==> config.mk <==
export PLATFORM = sky130hd
export DESIGN_NAME = n_way_arb_mux
export DESIGN_NICKNAME = d
export VERILOG_FILES = /design/src/rtl/n_way_arb_mux_pkg.sv /design/src/rtl/n_way_arb_mux_rr_grant.sv /design/src/rtl/n_way_arb_mux.sv
export SDC_FILE = /design/constraint.sdc
export NUM_CORES = 1
export LEC_CHECK = 0
export ABC_AREA = 1
export CAP_MARGIN = 25
export CORE_ASPECT_RATIO = 1.5
export CORE_MARGIN = 2
export CORE_UTILIZATION = 35
export CTS_CLUSTER_SIZE = 25
export DETAILED_ROUTE_END_ITERATION = 8
export PLACE_DENSITY = 0.85
export SLEW_MARGIN = 20
export SYNTH_ARGS = -nofsm -noshare
export SYNTH_HDL_FRONTEND = slang
export SYNTH_SLANG_ARGS = --single-unit
==> constraint.sdc <==
create_clock -name clock -period 2.33 [get_ports clock]
set_input_delay 0.699 -clock clock [delete_from_list [all_inputs] [get_ports clock]]
set_output_delay 0.699 -clock clock [all_outputs]
set_load 0.05 [all_outputs]
==> src/rtl/n_way_arb_mux_pkg.sv <==
// Shared definitions for the n-way arbitrating mux: mode encodings,
// output-stage state enum and the select-width helper.
package n_way_arb_mux_pkg;

  localparam logic MODE_SELECT = 1'b0;
  localparam logic MODE_RR     = 1'b1;

  typedef enum logic {
    EMPTY = 1'b0,
    FULL  = 1'b1
  } state_t;

  // Minimum of 1 bit so a 1-channel width never collapses to zero.
  function automatic int clog2(input int n);
    int r;
    r = 0;
    while ((1 << r) < n) r++;
    return (r < 1) ? 1 : r;
  endfunction

endpackage

==> src/rtl/n_way_arb_mux_rr_grant.sv <==
// Round-robin priority search: first valid channel after ptr, with wrap.
module rr_grant #(
  parameter int NUM_IN = 4,
  parameter int SEL_W  = 2
) (
  input  logic [NUM_IN-1:0] valid,
  input  logic [SEL_W-1:0]  ptr,
  output logic [SEL_W-1:0]  grant,
  output logic              found
);

  int unsigned idx;

  always_comb begin
    grant = '0;
    found = 1'b0;
    idx   = 0;
    for (int unsigned i = 1; i <= NUM_IN; i++) begin
      idx = (32'(ptr) + i) % NUM_IN;
      if (!found && valid[idx]) begin
        found = 1'b1;
        grant = SEL_W'(idx);
      end
    end
  end

endmodule

==> src/rtl/n_way_arb_mux.sv <==
// N-channel mux with SELECT / ROUND_ROBIN arbitration feeding a one-word
// registered output stage with valid/ready handshake.
module n_way_arb_mux
  import n_way_arb_mux_pkg::*;
#(
  parameter  int WIDTH  = 16,
  parameter  int NUM_IN = 4,
  localparam int SEL_W  = clog2(NUM_IN)
) (
  input  logic                    clock,
  input  logic                    reset,
  input  logic                    mode,
  input  logic [SEL_W-1:0]        op,
  input  logic [NUM_IN*WIDTH-1:0] in_data,
  input  logic [NUM_IN-1:0]       in_valid,
  output logic [NUM_IN-1:0]       in_ready,
  output logic [WIDTH-1:0]        out,
  output logic                    out_valid,
  input  logic                    out_ready,
  output logic [SEL_W-1:0]        out_sel
);

  state_t              state, state_next;
  logic [SEL_W-1:0]    rr_ptr, rr_gnt, gnt;
  logic                rr_found, found, can_accept, xfer;
  logic [2**SEL_W-1:0] valid_ext;

  rr_grant #(
    .NUM_IN(NUM_IN),
    .SEL_W (SEL_W)
  ) u_rr_grant (
    .valid(in_valid),
    .ptr  (rr_ptr),
    .grant(rr_gnt),
    .found(rr_found)
  );

  always_comb begin
    // Zero-extended valid vector makes op values beyond NUM_IN-1 read as no request.
    valid_ext                = '0;
    valid_ext[NUM_IN-1:0]    = in_valid;
    gnt                      = op;
    found                    = valid_ext[op];
    if (mode == MODE_RR) begin
      gnt   = rr_gnt;
      found = rr_found;
    end
    can_accept = (state == EMPTY) || out_ready;
    xfer       = reset && found && can_accept;
    in_ready   = '0;
    if (xfer) in_ready[gnt] = 1'b1;
    state_next = state;
    if (xfer)           state_next = FULL;
    else if (out_ready) state_next = EMPTY;
  end

  always_ff @(posedge clock) begin
    if (!reset) begin
      state   <= EMPTY;
      out     <= '0;
      out_sel <= '0;
      rr_ptr  <= SEL_W'(NUM_IN - 1);
    end else begin
      state <= state_next;
      if (xfer) begin
        out     <= in_data[gnt*WIDTH +: WIDTH];
        out_sel <= gnt;
        if (mode == MODE_RR) rr_ptr <= gnt;
      end
    end
  end

  assign out_valid = (state == FULL);

endmodule

# ---- After elaboration in Yosys (flattened, before gate mapping)
# Index checks and enable logic that the tools add are counted.
dict set report op_classes {
  n_bitwise 1
  order_cmp 7
  shift 1
  mux 25
  reduce_logical 12
  add_sub_neg 4
}
# operator n
set op_table {}
lappend op_table {{indexed part select 64 x 7 -> 16 bit} 1}
lappend op_table {{less-than comparator 2 x 3 -> 1 bit, second input constant} 6}
lappend op_table {{2-to-1 mux 1 bit} 13}
lappend op_table {{binary-select mux 1 bit (select 2 bit)} 5}
lappend op_table {{2-to-1 mux 2 bit} 5}
lappend op_table {{logical AND 1 bit} 6}
lappend op_table {{adder 2 x 1 -> 2 bit, second input constant} 2}
lappend op_table {{adder 2 bit, second input constant} 2}
lappend op_table {{2-to-1 mux 4 bit} 1}
lappend op_table {{logical NOT 1 bit} 3}
lappend op_table {{demux 1 bit (select 2 bit)} 1}
lappend op_table {{greater-or-equal comparator 2 x 1 -> 1 bit, second input constant} 1}
lappend op_table {{AND reduction 2 bit} 1}
lappend op_table {{nonzero test 2 bit} 1}
lappend op_table {{logical OR 1 bit} 1}
lappend op_table {{inverter 1 bit} 1}
dict set report totals {
  ff_bits 21
}

# ---- Logic depth before layout (Yosys ltp)
# Gate-level depths: netlist (run 1).
dict set report depth {
  word_depth 19
  ltp_mapped 18
}

# ---- Hierarchy
# A second synthesis (run 1) with hierarchy kept.
dict set report unflattened {
  cells_unflattened 323
  hier_area_um2 1890.6
}
# mod cells_each n_inst seq_area_each_um2 area_each_um2
set by_module_without_submodules {}
lappend by_module_without_submodules {n_way_arb_mux 271 1 420.4 1619.1}
lappend by_module_without_submodules {rr_grant 52 1 0.0 271.5}

# ---- Worst setup path before layout (run 1)
# OpenSTA, ideal clock, no wires.
dict set report synth_path {
  path_type {input port to output port}
  start {in in_valid[0]}
  end {out in_ready[1]}
  n_path_buf 1
  path_slack_ps -1010
  arrival_time_ps 2641
  stages 12
  path_cell_list {nand2_1 -> nand2_2 -> nand2_1 -> nand2_2 -> inv_2 -> nand2_2 -> nor2_2 -> nand2_1 -> nand2_4 -> nand2_8 -> buf_6 -> nor3_1}
}
dict set report synth_via {
  elab_chain_cells 18
  elab_cells_between_ends 34
}
# element line
set synth_rtl {}
lappend synth_rtl {{from (decl)} n_way_arb_mux.sv:15} ;# input logic [NUM_IN-1:0] in_valid,
lappend synth_rtl {{binary-select mux 1 bit (select 2 bit)} n_way_arb_mux_rr_grant.sv:20} ;# if (!found && valid[idx]) begin
lappend synth_rtl {{2-to-1 mux 1 bit (not written as such)} n_way_arb_mux_rr_grant.sv:20}
lappend synth_rtl {{2-to-1 mux 1 bit} n_way_arb_mux_rr_grant.sv:20}
lappend synth_rtl {{logical NOT 1 bit} n_way_arb_mux_rr_grant.sv:20}
lappend synth_rtl {{logical AND 1 bit} n_way_arb_mux_rr_grant.sv:20}
lappend synth_rtl {{2-to-1 mux 1 bit} n_way_arb_mux_rr_grant.sv:20}
lappend synth_rtl {{logical NOT 1 bit} n_way_arb_mux_rr_grant.sv:20}
lappend synth_rtl {{logical AND 1 bit} n_way_arb_mux_rr_grant.sv:20}
lappend synth_rtl {{[... 2 more ...]} n/a}
lappend synth_rtl {{logical AND 1 bit} n_way_arb_mux_rr_grant.sv:20}
lappend synth_rtl {{2-to-1 mux 2 bit} n_way_arb_mux_rr_grant.sv:20}
lappend synth_rtl {{2-to-1 mux 2 bit} n_way_arb_mux.sv:44} ;# if (mode == MODE_RR) begin
lappend synth_rtl {{less-than comparator 2 x 3 -> 1 bit (not written as such) / greater-or-equal comparator 2 x 1 -> 1 bit (equally long branches)} n_way_arb_mux.sv:51} ;# if (xfer) in_ready[gnt] = 1'b1;
lappend synth_rtl {{logical AND 1 bit (not written as such)} n_way_arb_mux.sv:51}
lappend synth_rtl {{2-to-1 mux 1 bit (not written as such)} n_way_arb_mux.sv:51}
lappend synth_rtl {{demux 1 bit (select 2 bit)} n_way_arb_mux.sv:51}
lappend synth_rtl {{2-to-1 mux 4 bit *} n_way_arb_mux.sv:51}
lappend synth_rtl {{to (decl)} n_way_arb_mux.sv:16} ;# output logic [NUM_IN-1:0] in_ready,
# Every way passes the cells marked *; elsewhere a longest branch is shown, timed or not. The select of a mux whose other input is x is not followed.

# ---- Worst setup path in the final report (run 1)
dict set report layout_path {
  start {in in_valid[2]}
  end {out in_ready[2]}
}
# The elaborated chain is that of the path after synthesis.

==> results of run 1 <==
[tightest hold or removal path, delay by kind of cell, from the launching register on]
| family | cells | cell delay [ps] |
|---|---|---|
| DFF | 1 | 340 |
| AOI/OAI and AO/OA | 1 | 90 |
| and+or+nand+nor | 1 | 70 |
[registers in the layout, summed over array words and instances (netlist names)]
register	count
out	16
out_sel	2
out_valid	1
rr_ptr	2
[what timing repair did]
item                       CTS  global route
hold buffers                 0             0
setup endpoints to repair   24             4
pin swaps                   19            23
resized for setup           66            21
hold endpoints to repair     0             0
buffers inserted             5             6
[metrics by stage]
stage	hold WS (ps)	TNS, ps	worst slack [ps]	cells	utilization (%)
2_1_floorplan	571	-1050	-312	348	-
3_3_place_gp	522	-10660	-808	515	58.3
3_5_place_dp	519	-12740	-894	515	58.3
4_1_cts	543	-1350	-362	524	61.2
5_1_grt	583	-2880	-632	530	63.5
6_report	539	-1890	-503	530	63.5
[Yosys cell counts, drive strengths merged]
cell	instances
o21ai	4
a21oi	4
nand2	149
nor3	1
nand4	3
nor2	41
o21a	16
buf	12
a21boi	1
nand3	38
inv	49
o211ai	2
a211oi	1
dfxtp	21
clkbuf	5
clkinv	1
[layer usage]
layer | vias to the layer above | GRT usage, %
li1 | 1281 | -
met1 | 1132 | 23.7
met2 | 87 | 40.5
met3 | 29 | 1.91
met4 | 0 | 9.04
met5 | - | 0
[area by class of cell]
class / count / share of cell area [%]
clock buffer: 3 / 1.21
multi-input combinational: 260 / 41.2
sequential: 21 / 12.4
tap: 70 / 2.57
clock inverter: 1 / 0.147
inverter: 50 / 6.38
timing repair buffer: 125 / 36.1
[final timing paths]
kind | start | endpoint | slack (ps) | cells after the start
worst min-delay path | out_sel[1] | out_sel[1] | 540 | 2
worst max-delay path | in_valid[2] | in_ready[2] | -500 | 14
worst min register to register | out_sel[1] | out_sel[1] | 540 | 2
worst max register to register | rr_ptr[0] | out[1] | 130 | 17
[placed cells by master, fill, tap and decap left out, types with 2 or more instances in the layout]
master,Yosys,routed
sky130_fd_sc_hd__nor2_4,2,7
sky130_fd_sc_hd__inv_2,4,8
sky130_fd_sc_hd__dfxtp_1,21,19
sky130_fd_sc_hd__buf_4,2,27
sky130_fd_sc_hd__a21oi_2,1,2
sky130_fd_sc_hd__clkdlybuf4s50_1,0,84
sky130_fd_sc_hd__dfxtp_2,0,2
sky130_fd_sc_hd__o211ai_1,2,2
sky130_fd_sc_hd__a21oi_1,3,2
sky130_fd_sc_hd__inv_4,0,2
sky130_fd_sc_hd__nand3_1,38,35
sky130_fd_sc_hd__inv_1,44,37
sky130_fd_sc_hd__nand3_2,0,2
sky130_fd_sc_hd__nand2_2,10,20
sky130_fd_sc_hd__clkbuf_8,0,3
sky130_fd_sc_hd__buf_12,0,5
sky130_fd_sc_hd__o21ai_0,3,2
sky130_fd_sc_hd__o21a_1,16,16
sky130_fd_sc_hd__nand2_4,1,16
sky130_fd_sc_hd__buf_2,5,2
sky130_fd_sc_hd__nor2_1,37,34
sky130_fd_sc_hd__buf_6,5,6
sky130_fd_sc_hd__nand4_1,3,3
sky130_fd_sc_hd__nand2_1,137,112
[power breakdown]
group | internal, uW | total [uW] | switching, uW | leakage, uW
combinational | 432 | 1030 | 596 | 0.00153
clock | 119 | 241 | 122 | 0.0000255
sequential | 403 | 426 | 22.8 | 0.000173
total | 954 | 1690 | 741 | 0.00173
[kinds of logic (layout without fill, tap and decap cells)]
logic type	Yosys count	in the layout	synth area share [%]
AND/OR/NAND/NOR	232	232	51.9
AO/OA/AOI/OAI	28	28	10.1
flip-flops	21	21	21.9
buffers and inverters	67	179	16.0
==> run summary, run 1 <==
### Status
• result of the run: finished, violations left
• violated checks: setup timing

### Logic synthesis
• net count after synthesis: 422
• portion of synthesized cell area occupied by the leading cell type: 26.8%
• Yosys warning total: 0
• synthesis-stage register bit count: 21
• average cell area after synthesis: 5.51 sq um
• Gate Count Post-Synth: 348
• unique cell type count in the Yosys netlist: 27
• netlist area before placement: 1920 sq um
• Seq/Total Area, Yosys: 21.9%
• cell types occupying the most area after synthesis: sky130_fd_sc_hd__nand2_1 27%, sky130_fd_sc_hd__dfxtp_1 22%, sky130_fd_sc_hd__nand3_1 9.9%, sky130_fd_sc_hd__inv_1 8.6%, sky130_fd_sc_hd__nor2_1 7.2%
• biggest area consumer among synthesized cells: sky130_fd_sc_hd__nand2_1

### Clocking
• deepest level of the CTS H-tree: 1
• register clock-pin slew on the reported worst setup and hold paths: 80 ps
• maximum buffer depth of the clock tree: 2
• clock tree from TritonCTS: yes
• Clock Sinks: 21
• clock insertion delay at the later pin of the skew report: 260 ps
• master cell of the clock root buffer: sky130_fd_sc_hd__clkbuf_8
• TritonCTS Buffers: 3

### Finish
• Filler Cell Count: 466
• Inserted Diodes: 0
• final net count: 535
• final non-filler cell area: 3410 sq um
• area growth from synthesis to layout: 77.8%
• share of final-layout standard cells stronger than drive strength 1: 24.1%
• area occupied by multi-input gates: 1410 sq um
• combined flip-flop and latch cell area: 423 sq um

### Route
• DRT antenna net count: 0
• Via-to-Cell Ratio: 4.77
• final routed wirelength across all metal layers: 6770 um
• met3 wire length: 263 um
• count of unresolved DRC violations after routing: 0
• total met2 wirelength after detailed routing: 3720 um
• first-pass iteration count of the detailed router: 4
• DR top layer: met4
• initial drt markers: 91
• post-route met1 wirelength: 2480 um
• Routed wire per std cell: 12.8 um
• count of vias placed by the detailed router: 2529

### Critical path
• Setup crit end kind: primary output
• CP most frequent cell: sky130_fd_sc_hd__nand2_2
• biggest cell delay along the critical path: 160 ps
• critical path's slowest cell: sky130_fd_sc_hd__nor2_4
• category of the critical setup timing path: in2out
• Required @ worst endpoint: 1630 ps
• list of cells traversed by the critical path: buf_4, inv_2, nand2_2, nand2_2, nand2_2, o21ai_2, nand4_1, nand2_2, nor2_4, inv_4, nor2_4, inv_4, nor2_4, buf_12
• largest fanout on the critical path: 4
• startpoint class of the critical path: primary input
• count of buffering cells on the critical path with inverters included: 5
• CP delay by family, top: simple AND/OR/NAND/NOR gates
• data arrival time at the worst-slack endpoint: 2130 ps

### Global route
• wire length of the first global-routing pass: 10500 um
• initial antenna violation count: 0
• maximum number of pins on one net before global-route repair: 33
• vias in the first global route: 2367
• Remaining Overflow, GRT: 0
• overall routing resource usage: 21.2%

### Timing
• Setup-failing EPs final: 4
• highest clock rate: 0.353 GHz
• RSZ-0062 raised after global routing: true
• Worst-Margin Slew: 551 ps
• Slew headroom: 63.2%
• post-layout minimum cycle time: 2830 ps
• Pins Over Slew Limit: 0
• fraction of the cycle the final worst path needs: 122%
• min setup slack post-route: -503 ps
• hold violation total from the final report: 0
• setup skew after layout: 6.24 ps

### Placement
• cell area after placement: 3130 sq um
• detailed placer's ending HPWL: 4770 um
• input/output buffers: 96
• placer's final routability congestion estimate: 0.895

### Floorplan
• standard-cell rows: 33
• placeable core area: 5370 sq um
• top-level I/O count: 97
• Die Span X: 64.4 um
• Chip Height: 94.7 um
• initial cell density of the core: 35.7%
• Die Footprint: 6100 sq um

### Pwr
• power density normalized to cell area: 497 nW/um^2
• Max VDD drop: 0.248 mV
• LEAKAGE: 0.00173 uW
• post-layout total power: 1690 uW

### Run
• total of max-cap violations: 0

### Hold path
• path type of the worst min-delay path: reg2reg

No activity file was read; power rests on OpenSTA's default activity.
==> run 2: changes to the inputs <==
--- a/config.mk
+++ b/config.mk
@@ -12,6 +12,7 @@
 export CORE_UTILIZATION = 35
 export CTS_CLUSTER_SIZE = 25
 export DETAILED_ROUTE_END_ITERATION = 8
+export GPL_ROUTABILITY_DRIVEN = 0
 export PLACE_DENSITY = 0.85
 export SLEW_MARGIN = 20
 export SYNTH_ARGS = -nofsm -noshare
==> results of run 2 <==
No change in the layout: final DEF, timing and power equal those of run 1.
==> run 3: changes to the inputs <==
--- a/config.mk
+++ b/config.mk
@@ -14,6 +14,7 @@
 export DETAILED_ROUTE_END_ITERATION = 8
 export GPL_ROUTABILITY_DRIVEN = 0
 export PLACE_DENSITY = 0.85
+export SKIP_LAST_GASP = 1
 export SLEW_MARGIN = 20
 export SYNTH_ARGS = -nofsm -noshare
 export SYNTH_HDL_FRONTEND = slang
==> run 3 against run 2 <==
  * The run still ends with setup timing left
  * Critical endpoint unchanged
  * Combinational power about the same
  * Clock skew about the same
  * Core utilization about the same
  * Clock-buffer cell count unchanged
  * Sequential cell count unchanged
  * Routed wire length down 0.13%
==> run summary, run 3 (synthesis results as in run 1) <==
### Route
• count of vias placed by the detailed router: 2485, -1.7%
• Routed wire per std cell: 12.7 um, -0.13%
• count of unresolved DRC violations after routing: 0, unchanged
• DRT antenna net count: 0, unchanged
• final routed wirelength across all metal layers: 6760 um, -0.13%
• Via-to-Cell Ratio: 4.69, -1.7%
• first-pass iteration count of the detailed router: 4, unchanged
• initial drt markers: 119, +31%

### Timing
• Worst-Margin Slew: 551 ps, +0.199 ps
• RSZ-0062 raised after global routing: true
• Pins Over Slew Limit: 0, unchanged
• Post-Route Setup TNS: -1670 ps, +223 ps
• Slew headroom: 63.2%, about the same
• min setup slack post-route: -470 ps, +33.1 ps
• post-layout minimum cycle time: 2800 ps, -33.1 ps
• hold violation total from the final report: 0, unchanged
• fraction of the cycle the final worst path needs: 120%, -1.4 points
• Setup-failing EPs final: 4, unchanged
• highest clock rate: 0.357 GHz, +1.2%
• setup skew after layout: 6.43 ps, +0.191 ps

### Clocking
• clock tree from TritonCTS: yes
• master cell of the clock root buffer: sky130_fd_sc_hd__clkbuf_8
• register clock-pin slew on the reported worst setup and hold paths: 80 ps, about the same
• deepest level of the CTS H-tree: 1, unchanged
• maximum buffer depth of the clock tree: 2, unchanged
• hold-fix buffers at CTS: 0, unchanged
• Clock Sinks: 21, unchanged
• TritonCTS Buffers: 3, unchanged
• clock insertion delay at the later pin of the skew report: 260 ps, about the same

### Placement
• input/output buffers: 96, unchanged
• cell area after placement: 3130 sq um, unchanged
• detailed placer's ending HPWL: 4770 um, unchanged
• Placed Cells: 515, unchanged

### Floorplan
• Die Footprint: 6100 sq um, unchanged
• placeable core area: 5370 sq um, unchanged
• standard-cell rows: 33, unchanged
• Chip Height: 94.7 um, unchanged
• top-level I/O count: 97, unchanged
• initial cell density of the core: 35.7%, unchanged
• Die Span X: 64.4 um, unchanged

### Finish
• area growth from synthesis to layout: 77.9%, about the same
• number of standard cells in the final layout excluding fillers: 530, unchanged
• final net count: 535, unchanged
• commonest non-fill, non-tap cell in the layout: sky130_fd_sc_hd__nand2_1
• Filler Cell Count: 461, -1.1%
• Inserted Diodes: 0, unchanged
• top register by number of flip-flops: out
• share of final-layout standard cells stronger than drive strength 1: 23.7%, -0.43 points
• final non-filler cell area: 3410 sq um, about the same
• utilization after layout: 63.6%, about the same
• Regs by FF count: out: 16 flops, out_sel: 2 flops, rr_ptr: 2 flops
• leading cell types in the layout, fill and taps excluded: 113 x sky130_fd_sc_hd__nand2_1, 84 x sky130_fd_sc_hd__clkdlybuf4s50_1, 37 x sky130_fd_sc_hd__inv_1
• flip-flop count of the largest register after layout: 16, unchanged

### Pwr
• total net switching power: 733 uW, -1.1%
• post-layout total power: 1680 uW, -0.69%
• Max VDD drop: 0.250 mV, +0.84%
• LEAKAGE: 0.00173 uW, about the same
• power density normalized to cell area: 493 nW/um^2, -0.73%
• internal power component: 950 uW, -0.41%
• Comb pwr share: 60.3%, -0.4 points
• clock network fraction of total power: 14.3%, about the same
• proportion of total power due to net switching: 43.6%, -0.16 points
• sequential group share of total power: 25.3%, +0.2 points

### Global route
• Remaining Overflow, GRT: 0, unchanged
• vias in the first global route: 2380, +0.55%
• overall routing resource usage: 21.2%, -0.074 points
• maximum number of pins on one net before global-route repair: 33, unchanged
• initial antenna violation count: 0, unchanged
• wire length of the first global-routing pass: 10500 um, -0.46%

### Critical path
• category of the critical setup timing path: in2out
• startpoint class of the critical path: primary input
• Required @ worst endpoint: 1630 ps, about the same
• data arrival time at the worst-slack endpoint: 2100 ps, -30 ps
• Setup crit end kind: primary output
• largest fanout on the critical path: 3, -1

### Run
• total of max-cap violations: 0, unchanged

### Hold path
• path type of the worst min-delay path: reg2reg

### Status
• result of the run: finished, violations left
• violated checks: setup timing

[run 3: worst paths after layout]
check | slack (ps) | endpoint | start | cells after the start
min | 540 | out_sel[0] | out_sel[0] | 2
min reg2reg | 540 | out_sel[0] | out_sel[0] | 2
max | -470 | in_ready[2] | in_valid[0] | 13
max reg2reg | 140 | out[4] | rr_ptr[0] | 17
[run 3: per-layer routing]
metal | up-vias | track usage [%] | routed length [um]
li1 | 1284 | - | -
met1 | 1116 | 22.9 | 2600
met2 | 71 | 40.4 | 3760
met3 | 14 | 2.26 | 214
met4 | 0 | 9.93 | 177
met5 | - | 0 | 0
[run 3: final cells by class]
cell class / instances / area, sq um / share of cell area, %
multi-input cells: 260 / 1390 / 40.9
flip-flops and latches: 21 / 425 / 12.5
well taps: 70 / 87.6 / 2.57
clock buffers: 3 / 41.3 / 1.21
repair buffers: 125 / 1240 / 36.3
clock inverters: 1 / 5.00 / 0.147
inverters: 50 / 220 / 6.45
[run 3: critical path, stage by stage]
cell and delay [ps]:
sky130_fd_sc_hd__buf_4 130, sky130_fd_sc_hd__nand2_2 80, sky130_fd_sc_hd__nand3_1 140, sky130_fd_sc_hd__nand2_2 120, sky130_fd_sc_hd__nand4_1 100, sky130_fd_sc_hd__nand2_1 90
sky130_fd_sc_hd__clkinv_1 100, sky130_fd_sc_hd__nand3_2 110, sky130_fd_sc_hd__nand2_4 60, sky130_fd_sc_hd__nor2_4 120, sky130_fd_sc_hd__inv_4 60, sky130_fd_sc_hd__nor2_4 130
sky130_fd_sc_hd__buf_12 140
[run 3: through the flow]
stage	hold slack [ps]	setup slack (ps)
2_1_floorplan	571	-312
3_3_place_gp	522	-808
3_5_place_dp	519	-894
4_1_cts	543	-370
5_1_grt	583	-580
6_report	542	-470
[run 3: timing repair]
item	CTS	global route
pin swaps	17	19
endpoints found under the setup margin	24	4
gates cloned	0	1
resized for setup	60	20
endpoints found under the hold margin	0	0
setup buffers	5	5
[run 3: power by group through the flow]
stage | clock (uW) | sequential [uW] | combinational [uW]
global route | 263 | 432 | 1100
floorplan | 0 | 570 | 460
CTS | 253 | 425 | 966
finish | 241 | 427 | 1020
detailed placement | 0 | 433 | 924
global placement | 0 | 431 | 910
